--- src/rtl/instr_fetch_stage_if.sv ---
// Instruction memory request/response bus between the fetch stage (master) and imem (slave).
// One request is outstanding at a time; valid is a one-cycle response pulse.
interface instr_fetch_stage_if;
  logic        req;
  logic [31:0] addr;
  logic        valid;
  logic [31:0] data;

  modport master (output req, output addr, input valid, input data);
  modport slave  (input req, input addr, output valid, output data);
endinterface

--- src/rtl/instr_fetch_stage.sv ---
// MIPS fetch stage with IF/ID register: PC, variable-latency imem fetch FSM,
// stall hold buffer, flush bubbles and branch/jump redirect with stale-response drop.
module instr_fetch_stage #(
  parameter logic [31:0] RESET_PC  = 32'h0000_0000,
  parameter logic [31:0] NOP_INSTR = 32'h0000_0000
) (
  input  logic                 clk_i,
  input  logic                 rst_i,
  input  logic                 stall_i,
  input  logic                 flush_i,
  input  logic                 redirect_i,
  input  logic [31:0]          redirect_pc_i,
  instr_fetch_stage_if.master  imem,
  output logic [31:0]          instr_o,
  output logic [15:0]          imm_o,
  output logic [31:0]          pc_plus4_o,
  output logic                 valid_o
);

  typedef enum logic [2:0] {
    S_IDLE = 3'd0,
    S_REQ  = 3'd1,
    S_WAIT = 3'd2,
    S_HOLD = 3'd3,
    S_DROP = 3'd4
  } state_e;

  state_e      state_q, state_d;
  logic [31:0] pc_q, pc_d;
  logic [31:0] hold_buf_q, hold_buf_d;
  logic [31:0] instr_q, instr_d;
  logic [31:0] pc_plus4_q, pc_plus4_d;
  logic        valid_q, valid_d;
  logic        req_q, req_d;
  logic        deliver;
  logic [31:0] deliver_word;
  logic [31:0] pc_inc;

  always_comb begin
    state_d      = state_q;
    pc_d         = pc_q;
    hold_buf_d   = hold_buf_q;
    instr_d      = instr_q;
    pc_plus4_d   = pc_plus4_q;
    valid_d      = valid_q;
    deliver      = 1'b0;
    deliver_word = NOP_INSTR;
    pc_inc       = pc_q + 32'd4;

    case (state_q)
      S_IDLE: state_d = S_REQ;
      S_REQ, S_WAIT: begin
        if (imem.valid) begin
          if (redirect_i) begin
            state_d = S_REQ;
          end else if (stall_i) begin
            hold_buf_d = imem.data;
            state_d    = S_HOLD;
          end else begin
            deliver      = 1'b1;
            deliver_word = imem.data;
            pc_d         = pc_inc;
            state_d      = S_REQ;
          end
        end else if (redirect_i) begin
          state_d = S_DROP;
        end else begin
          state_d = S_WAIT;
        end
      end
      S_HOLD: begin
        if (redirect_i) begin
          state_d = S_REQ;
        end else if (!stall_i) begin
          deliver      = 1'b1;
          deliver_word = hold_buf_q;
          pc_d         = pc_inc;
          state_d      = S_REQ;
        end
      end
      S_DROP: if (imem.valid) state_d = S_REQ;
      default: state_d = S_IDLE;
    endcase

    // A redirect always wins the PC, whatever the FSM decided above.
    if (redirect_i) pc_d = redirect_pc_i & ~32'd3;

    if (flush_i) begin
      instr_d = NOP_INSTR;
      valid_d = 1'b0;
    end else if (stall_i) begin
      instr_d = instr_q;
      valid_d = valid_q;
    end else if (deliver) begin
      instr_d    = deliver_word;
      pc_plus4_d = pc_inc;
      valid_d    = 1'b1;
    end else begin
      instr_d = NOP_INSTR;
      valid_d = 1'b0;
    end

    req_d = (state_d == S_REQ) || (state_d == S_WAIT);
  end

  always_ff @(posedge clk_i or negedge rst_i) begin
    if (!rst_i) begin
      state_q    <= S_IDLE;
      pc_q       <= RESET_PC;
      hold_buf_q <= '0;
      instr_q    <= NOP_INSTR;
      pc_plus4_q <= '0;
      valid_q    <= 1'b0;
      req_q      <= 1'b0;
    end else begin
      state_q    <= state_d;
      pc_q       <= pc_d;
      hold_buf_q <= hold_buf_d;
      instr_q    <= instr_d;
      pc_plus4_q <= pc_plus4_d;
      valid_q    <= valid_d;
      req_q      <= req_d;
    end
  end

  assign imem.req   = req_q;
  assign imem.addr  = pc_q;
  assign instr_o    = instr_q;
  assign imm_o      = instr_q[15:0];
  assign pc_plus4_o = pc_plus4_q;
  assign valid_o    = valid_q;

endmodule

--- src/flat_wrapper.sv ---
// flat-port wrapper written by rule: the top's interface ports become plain ports
module instr_fetch_stage_flat 
#(
  parameter logic [31:0] RESET_PC  = 32'h0000_0000,
  parameter logic [31:0] NOP_INSTR = 32'h0000_0000
)
  (clk_i, rst_i, stall_i, flush_i, redirect_i, redirect_pc_i, instr_o, imm_o, pc_plus4_o, valid_o, imem_req, imem_addr, imem_valid, imem_data);
  instr_fetch_stage_if imem_i ();
  input  logic clk_i;
  input  logic rst_i;
  input  logic stall_i;
  input  logic flush_i;
  input  logic redirect_i;
  input  logic [31:0] redirect_pc_i;
  output logic [31:0] instr_o;
  output logic [15:0] imm_o;
  output logic [31:0] pc_plus4_o;
  output logic valid_o;
  output wire logic [$bits(imem_i.req)-1:0] imem_req;
  output wire logic [$bits(imem_i.addr)-1:0] imem_addr;
  input wire logic [$bits(imem_i.valid)-1:0] imem_valid;
  input wire logic [$bits(imem_i.data)-1:0] imem_data;
  assign imem_req = imem_i.req;
  assign imem_addr = imem_i.addr;
  assign imem_i.valid = imem_valid;
  assign imem_i.data = imem_data;
  instr_fetch_stage #(.RESET_PC(RESET_PC), .NOP_INSTR(NOP_INSTR)) u_core (.clk_i(clk_i), .rst_i(rst_i), .stall_i(stall_i), .flush_i(flush_i), .redirect_i(redirect_i), .redirect_pc_i(redirect_pc_i), .imem(imem_i), .instr_o(instr_o), .imm_o(imm_o), .pc_plus4_o(pc_plus4_o), .valid_o(valid_o));
endmodule
--- config.mk ---
export PLATFORM = sky130hd
export DESIGN_NAME = instr_fetch_stage_flat
export DESIGN_NICKNAME = d
export VERILOG_FILES = /design/src/rtl/instr_fetch_stage_if.sv /design/src/rtl/instr_fetch_stage.sv /design/src/flat_wrapper.sv
export SDC_FILE = /design/constraint.sdc
export NUM_CORES = 1
export LEC_CHECK = 0
export BUFFER_PORTS_ARGS = -buffer_cell sky130_fd_sc_hd__buf_2
export CELL_PAD_IN_SITES_DETAIL_PLACEMENT = 0
export CELL_PAD_IN_SITES_GLOBAL_PLACEMENT = 2
export CORE_ASPECT_RATIO = 0.8
export CORE_MARGIN = 2
export CORE_UTILIZATION = 31
export CTS_CLUSTER_DIAMETER = 40
export DETAILED_ROUTE_END_ITERATION = 12
export GPL_ROUTABILITY_DRIVEN = 0
export PLACE_DENSITY_LB_ADDON = 0.1
export SYNTH_ARGS = -nofsm -noshare
export SYNTH_HDL_FRONTEND = slang
export SYNTH_SLANG_ARGS = --single-unit
--- constraint.sdc ---
create_clock -name clk_i -period 2.6 [get_ports clk_i]
set_input_delay 0.52 -clock clk_i [delete_from_list [all_inputs] [get_ports clk_i]]
set_output_delay 0.52 -clock clk_i [all_outputs]
set_load 0.05 [all_outputs]
======== After elaboration in Yosys (flattened, before gate mapping) ========
Index checks and enable logic that the tools add are counted.
word-level totals
  flip-flop bits (word level) ............. 133
  input bits .............................. 70
  output and inout port bits .............. 114
  word-level logic and storage cells ...... 52
operators by class
  add/subtract/negate cells ............... 1
  equal/unequal tests ..................... 8
  mux-type cells .......................... 26
  bitwise logic cells ..................... 3
  reductions and logical operators ........ 7
operators by type and width
  operator               number
  $mux 32                9
  $pmux 32 s2            2
  $add 32x3->32 const B  1
  $mux 3                 6
  $pmux 3 s4             1
  $eq 3x2->1 const B     3
  $eq 3x1->1 const B     2
  $mux 1                 6
  $reduce_and 4->1       1
  $eq 3x3->1 const B     1
  $logic_not 3->1        1
  $ne 3x3->1 const B     1
  $not 1->1              3
  $reduce_and 3->1       1
  $reduce_bool 3->1      1
  $mux 2                 1
  $ne 2x1->1 const B     1
  $pmux 1 s2             1
  $reduce_and 2->1       1
  $reduce_or 2->1        1
  $logic_or 1x1->1       1

======== Longest topological paths before layout ========
  word-level depth ........................ 7
  mapped depth ............................ 8
  depth with buffers taken out ............ 6

======== Worst setup path after synthesis ========
No wires, ideal clock.
  path kind ............................... reg2reg
  from .................................... register u_core.pc_q[5] (netlist: u_core.imem.addr[5])
  to ...................................... register u_core.pc_q[25] (netlist: u_core.imem.addr[25])
  setup time .............................. 0.124 ns
  arrival time ............................ 2.162 ns
  data required time ...................... 2.476 ns
  setup slack ............................. 0.314 ns
  cell stages (with the launch flop) ...... 7
  buffers on the path ..................... 1
  clock period less this slack ............ 2.286 ns
  cells stage by stage .................... dfrtp_1 > buf_2 > nand4_4 > nor4_4 > nand3_1 > o211a_1 > a211o_1
between the ends
  longest elaborated chain between the ends .. 5
ends and longest elaborated chain
  what                      line                                              text
  start: declaration        instr_fetch_stage.sv:29                           logic [31:0] pc_q, pc_d;
  start signal: assignment  instr_fetch_stage.sv:117                          pc_q <= pc_d;
  $add 32x3->32 *           instr_fetch_stage.sv:48                           pc_inc = pc_q + 32'd4;
  $mux 32 *                 instr_fetch_stage.sv:56, instr_fetch_stage.sv:74
  $mux 32                   instr_fetch_stage.sv:53                           if (imem.valid) begin
  $pmux 32 s2 *             instr_fetch_stage.sv:50                           case (state_q)
  $mux 32 *                 instr_fetch_stage.sv:86                           if (redirect_i) pc_d = redirect_pc_i & ~32'd3;
Every way passes the cells marked *; elsewhere a longest branch is shown, timed or not. The select of a mux whose other input is x is not followed.
A chain may end at the register's enable or synchronous reset.

======== Worst setup path in the final report ========
  from .................................... register u_core.state_q[0]
  to ...................................... register u_core.pc_q[23] (netlist: u_core.imem.addr[23])
between the ends
  longest elaborated chain between the ends .. 4
  elaborated cells on any way between the ends .. 9
  those cells by class .................... eq/ne (4); mux (2); reduce/logical (3)
ends and longest elaborated chain
  what                                                line                      text
  start: declaration                                  instr_fetch_stage.sv:28   state_e state_q, state_d;
  start signal: assignment                            instr_fetch_stage.sv:116  state_q <= state_d;
  $eq 3x1->1 / $eq 3x2->1 (equally long branches)     instr_fetch_stage.sv:50
  $reduce_or 2->1                                     instr_fetch_stage.sv:50
  $pmux 32 s2, or another cell as far along           instr_fetch_stage.sv:50
  $mux 32 / $reduce_and 2->1 (equally long branches)  -
Several ways; a longest one is shown, not always the timed one.

==> impl_results.md <==
- Status: finished clean
- Crit end category: register
- Vias: 5035
- Worst EP arrival: 2.48 ns
- Die Area: 0.0210 mm2
- Final Critical Period: 2.14 ns
- Maximum vdd drop: 0.000514 V
- CTS Buf Count: 17
- Share of layout cells above drive strength 1: 34.1%
- Via/cell ratio: 4.84
- Final Skew: 0.00794 ns
- Type of the worst setup path: register to register
- Post-Syn Area: 0.00617 mm2
- Synth-to-Final Area Change: 27.4%
- Ys Warns: 0
- IO Pins: 184
- Initial core utilization: 31.3%
- Top FF cell, synth: dfrtp_1
- Rel. slew slack: 44.3%
- Top cells by count, synth: dfrtp_1 (129), nand2_1 (110), o21ai_0 (80)
- Cts hold-fix bufs: 0
- Die height: 130 um
- Largest net degree at the start of global routing: 63
- Initial antenna violation count: 2
- # setup viols final: 0
- H-tree depth: 4
- Synth async-reset ratio: 100%
- Clock buffer depth: 2
- CTS tree: done
- I/O Buffers: 177
- Clk Latency, worst-skew pair: 0.42 ns
- Final Hold Fails: 0
- Crit path largest cell delay: 0.69 ns
- Tot Pwr: 7.86 mW
- Drt first pass iters: 5
- Worst-Margin Slew: 0.836 ns
- Cell Chain, Critical Path: maj3_1 > and2_1 > nand4_1 > xor2_1 > o21ai_0
- Final wirelength: 17.6 mm
- Hold Path Class: input pin to async pin
- Most common cell in the netlist: dfrtp_1
- Netlist cell types: 46
- Crit. Startpoint: u_core.state_q[0]
- Lkg Pwr: 3.67 nW
- Placeable Area: 0.0197 mm2
- # DRC: 0
- Biggest area consumer among synthesized cells: dfrtp_1
- Register area share after synthesis: 52.3%
- Global router's overall resource usage: 17.2%
- Post-Synthesis Cells: 617
- Initial drt markers: 236
- Number of enable flip-flop cells after synthesis: 0
- Post_cts resized: 0
- Die Span X: 162 um
- CTS Sinks: 129
- Root Driver: clkbuf_16
- Row cnt: 46
- Slew Limit Fails: 0
- Hpwl dp: 11.9 mm
- Slowest-stage cell, CP: and2_1
- Area contributors post-synth: dfrtp_1 (52%), nand2_1 (6.7%), o21ai_0 (6.5%)
- Period utilization: 82.5%
- FF+latch count, synth: 129
- Post-synth top area share: 52.3%
- ANT nets after route: 0
- Antenna diodes: 0
- RSZ-0062 raised after global routing: false
- Setup TNS Final: 0 ns
- Vias in the first global route: 5062
- Max-cap viol count: 0
- Clock slew at reported path FFs: 0.07 ns
- Post-synthesis area per instance: 10.0 um2
- WP data required: 2.93 ns
- Worst r2r src: u_core.state_q[0]
- Setup Buffers After CTS: 0
- Max FO, Critical Path: 16
- Fmax: 466 MHz
- First-pass GRT wire length: 27.9 mm
- Drt wl/cell: 16.9 um
- Final core occ: 39.9%
- Pwr/cell area: 1000 mW/mm2
- Nets: 836
- Global route overflow: 0
- Startpoint Class: register
-- worst max-delay path, delay by kind of cell (launching register included) --
family / cells / cell delay [ns]
AO/OA/AOI/OAI: 1 / 0.16
XOR/XNOR: 1 / 0.17
adder cells (fa/ha/maj): 1 / 0.29
flip-flops: 1 / 0.54
AND/OR/NAND/NOR: 2 / 0.89
-- sequential cells by signal, summed over array words and instances (netlist names) --
name               flops
u_core.imem.addr      30
u_core.instr_o        32
u_core.pc_plus4_o     30
u_core.valid_o         1
u_core.state_q         3
u_core.hold_buf_q     32
u_core.imem.req        1
-- layout make-up --
cell class | count | area, um2
clock inverters | 14 | 205
clock buffers | 17 | 425
repair buffers | 193 | 1050
well taps | 264 | 330
multi-input cells | 421 | 2610
flip-flops and latches | 129 | 3230
inverters | 3 | 11.3
fillers | 2030 | 11800
-- cell usage in the layout, fill, tap and decap left out, types with 2 or more instances in the layout --
cell        netlist  layout
buf_2            10     176
dfrtp_1         129     129
nand2_1         110     110
o21ai_0          80      80
mux2_2           33      33
a22oi_1          32      32
xor2_1           27      27
xnor2_1          22      22
nor2_1           18      18
clkbuf_16         0      17
nand3_1          14      14
nand4_1          14      14
buf_4            20      13
and3_1            9       9
nor3_1            8       8
o211ai_1          5       5
conb_1            1       4
inv_6             0       4
clkinv_4          0       4
bufinv_16         0       4
nand2b_1          4       3
inv_1             3       3
and2_1            3       3
and4_1            3       3
o21ai_1           3       3
buf_12            0       3
a21oi_1           2       2
o22ai_1           2       2
o211a_1           2       2
nor4_2            2       2
nor4_1            2       2
a211o_1           2       2
a311oi_1          2       2
or3_1             2       2
clkinvlp_4        0       2
-- power by group --
group          leakage, nW  switching (mW)  internal [mW]
clock                0.301           0.986           1.62
sequential            1.64           0.366           2.55
combinational         1.73            1.66          0.681
total                 3.67            3.01           4.85
-- final timing paths --
path,to,slack (ns),cells after the start
max,u_core.imem.addr[23],0.46,5
min,u_core.instr_o[14],0.08,1
max reg2reg,u_core.imem.addr[23],0.46,5
min reg2reg,u_core.valid_o,0.47,2
max in group asynchronous,u_core.hold_buf_q[1],1.83,2
min in group clk_i,u_core.imem.addr[15],0.30,3
-- cell families (layout without fill, tap and decap cells) --
logic type               count (synthesis)  count (layout)  synth area share [%]
AND/OR/NAND/NOR                        195             195                  15.0
AO/OA/AOI/OAI                          137             137                  13.4
flip-flops                             129             129                  52.3
buffers and inverters                   70             227                  5.68
XOR/XNOR                                49              49                  6.96
multiplexers                            34              34                  6.19
adder cells (fa/ha/maj)                  2               2                 0.365
other                                    1               4                0.0608
-- per-layer routing --
layer / up-vias / share of wire (%) / wire length (um) / GRT usage (%)
met5: - / 0.15 / 27 / 0
met4: 4 / 0.80 / 140 / 4.84
met3: 15 / 6.1 / 1070 / 4.86
met2: 154 / 45 / 7870 / 26.4
met1: 2443 / 48 / 8490 / 23.9
li1: 2419 / - / - / -
-- metrics by stage --
step                std cells  setup slack, ns  hold WS (ns)  instance area, um2
global route             1041            0.263         0.130                7860
detailed placement       1010            0.400         0.462                7230
finish                   1041            0.456        0.0849                7860
floorplan                 620            0.314         0.224                6180
CTS                      1041            0.436         0.107                7860
global placement         1010            0.393         0.456                7230
(Power assumes the default switching activity.)
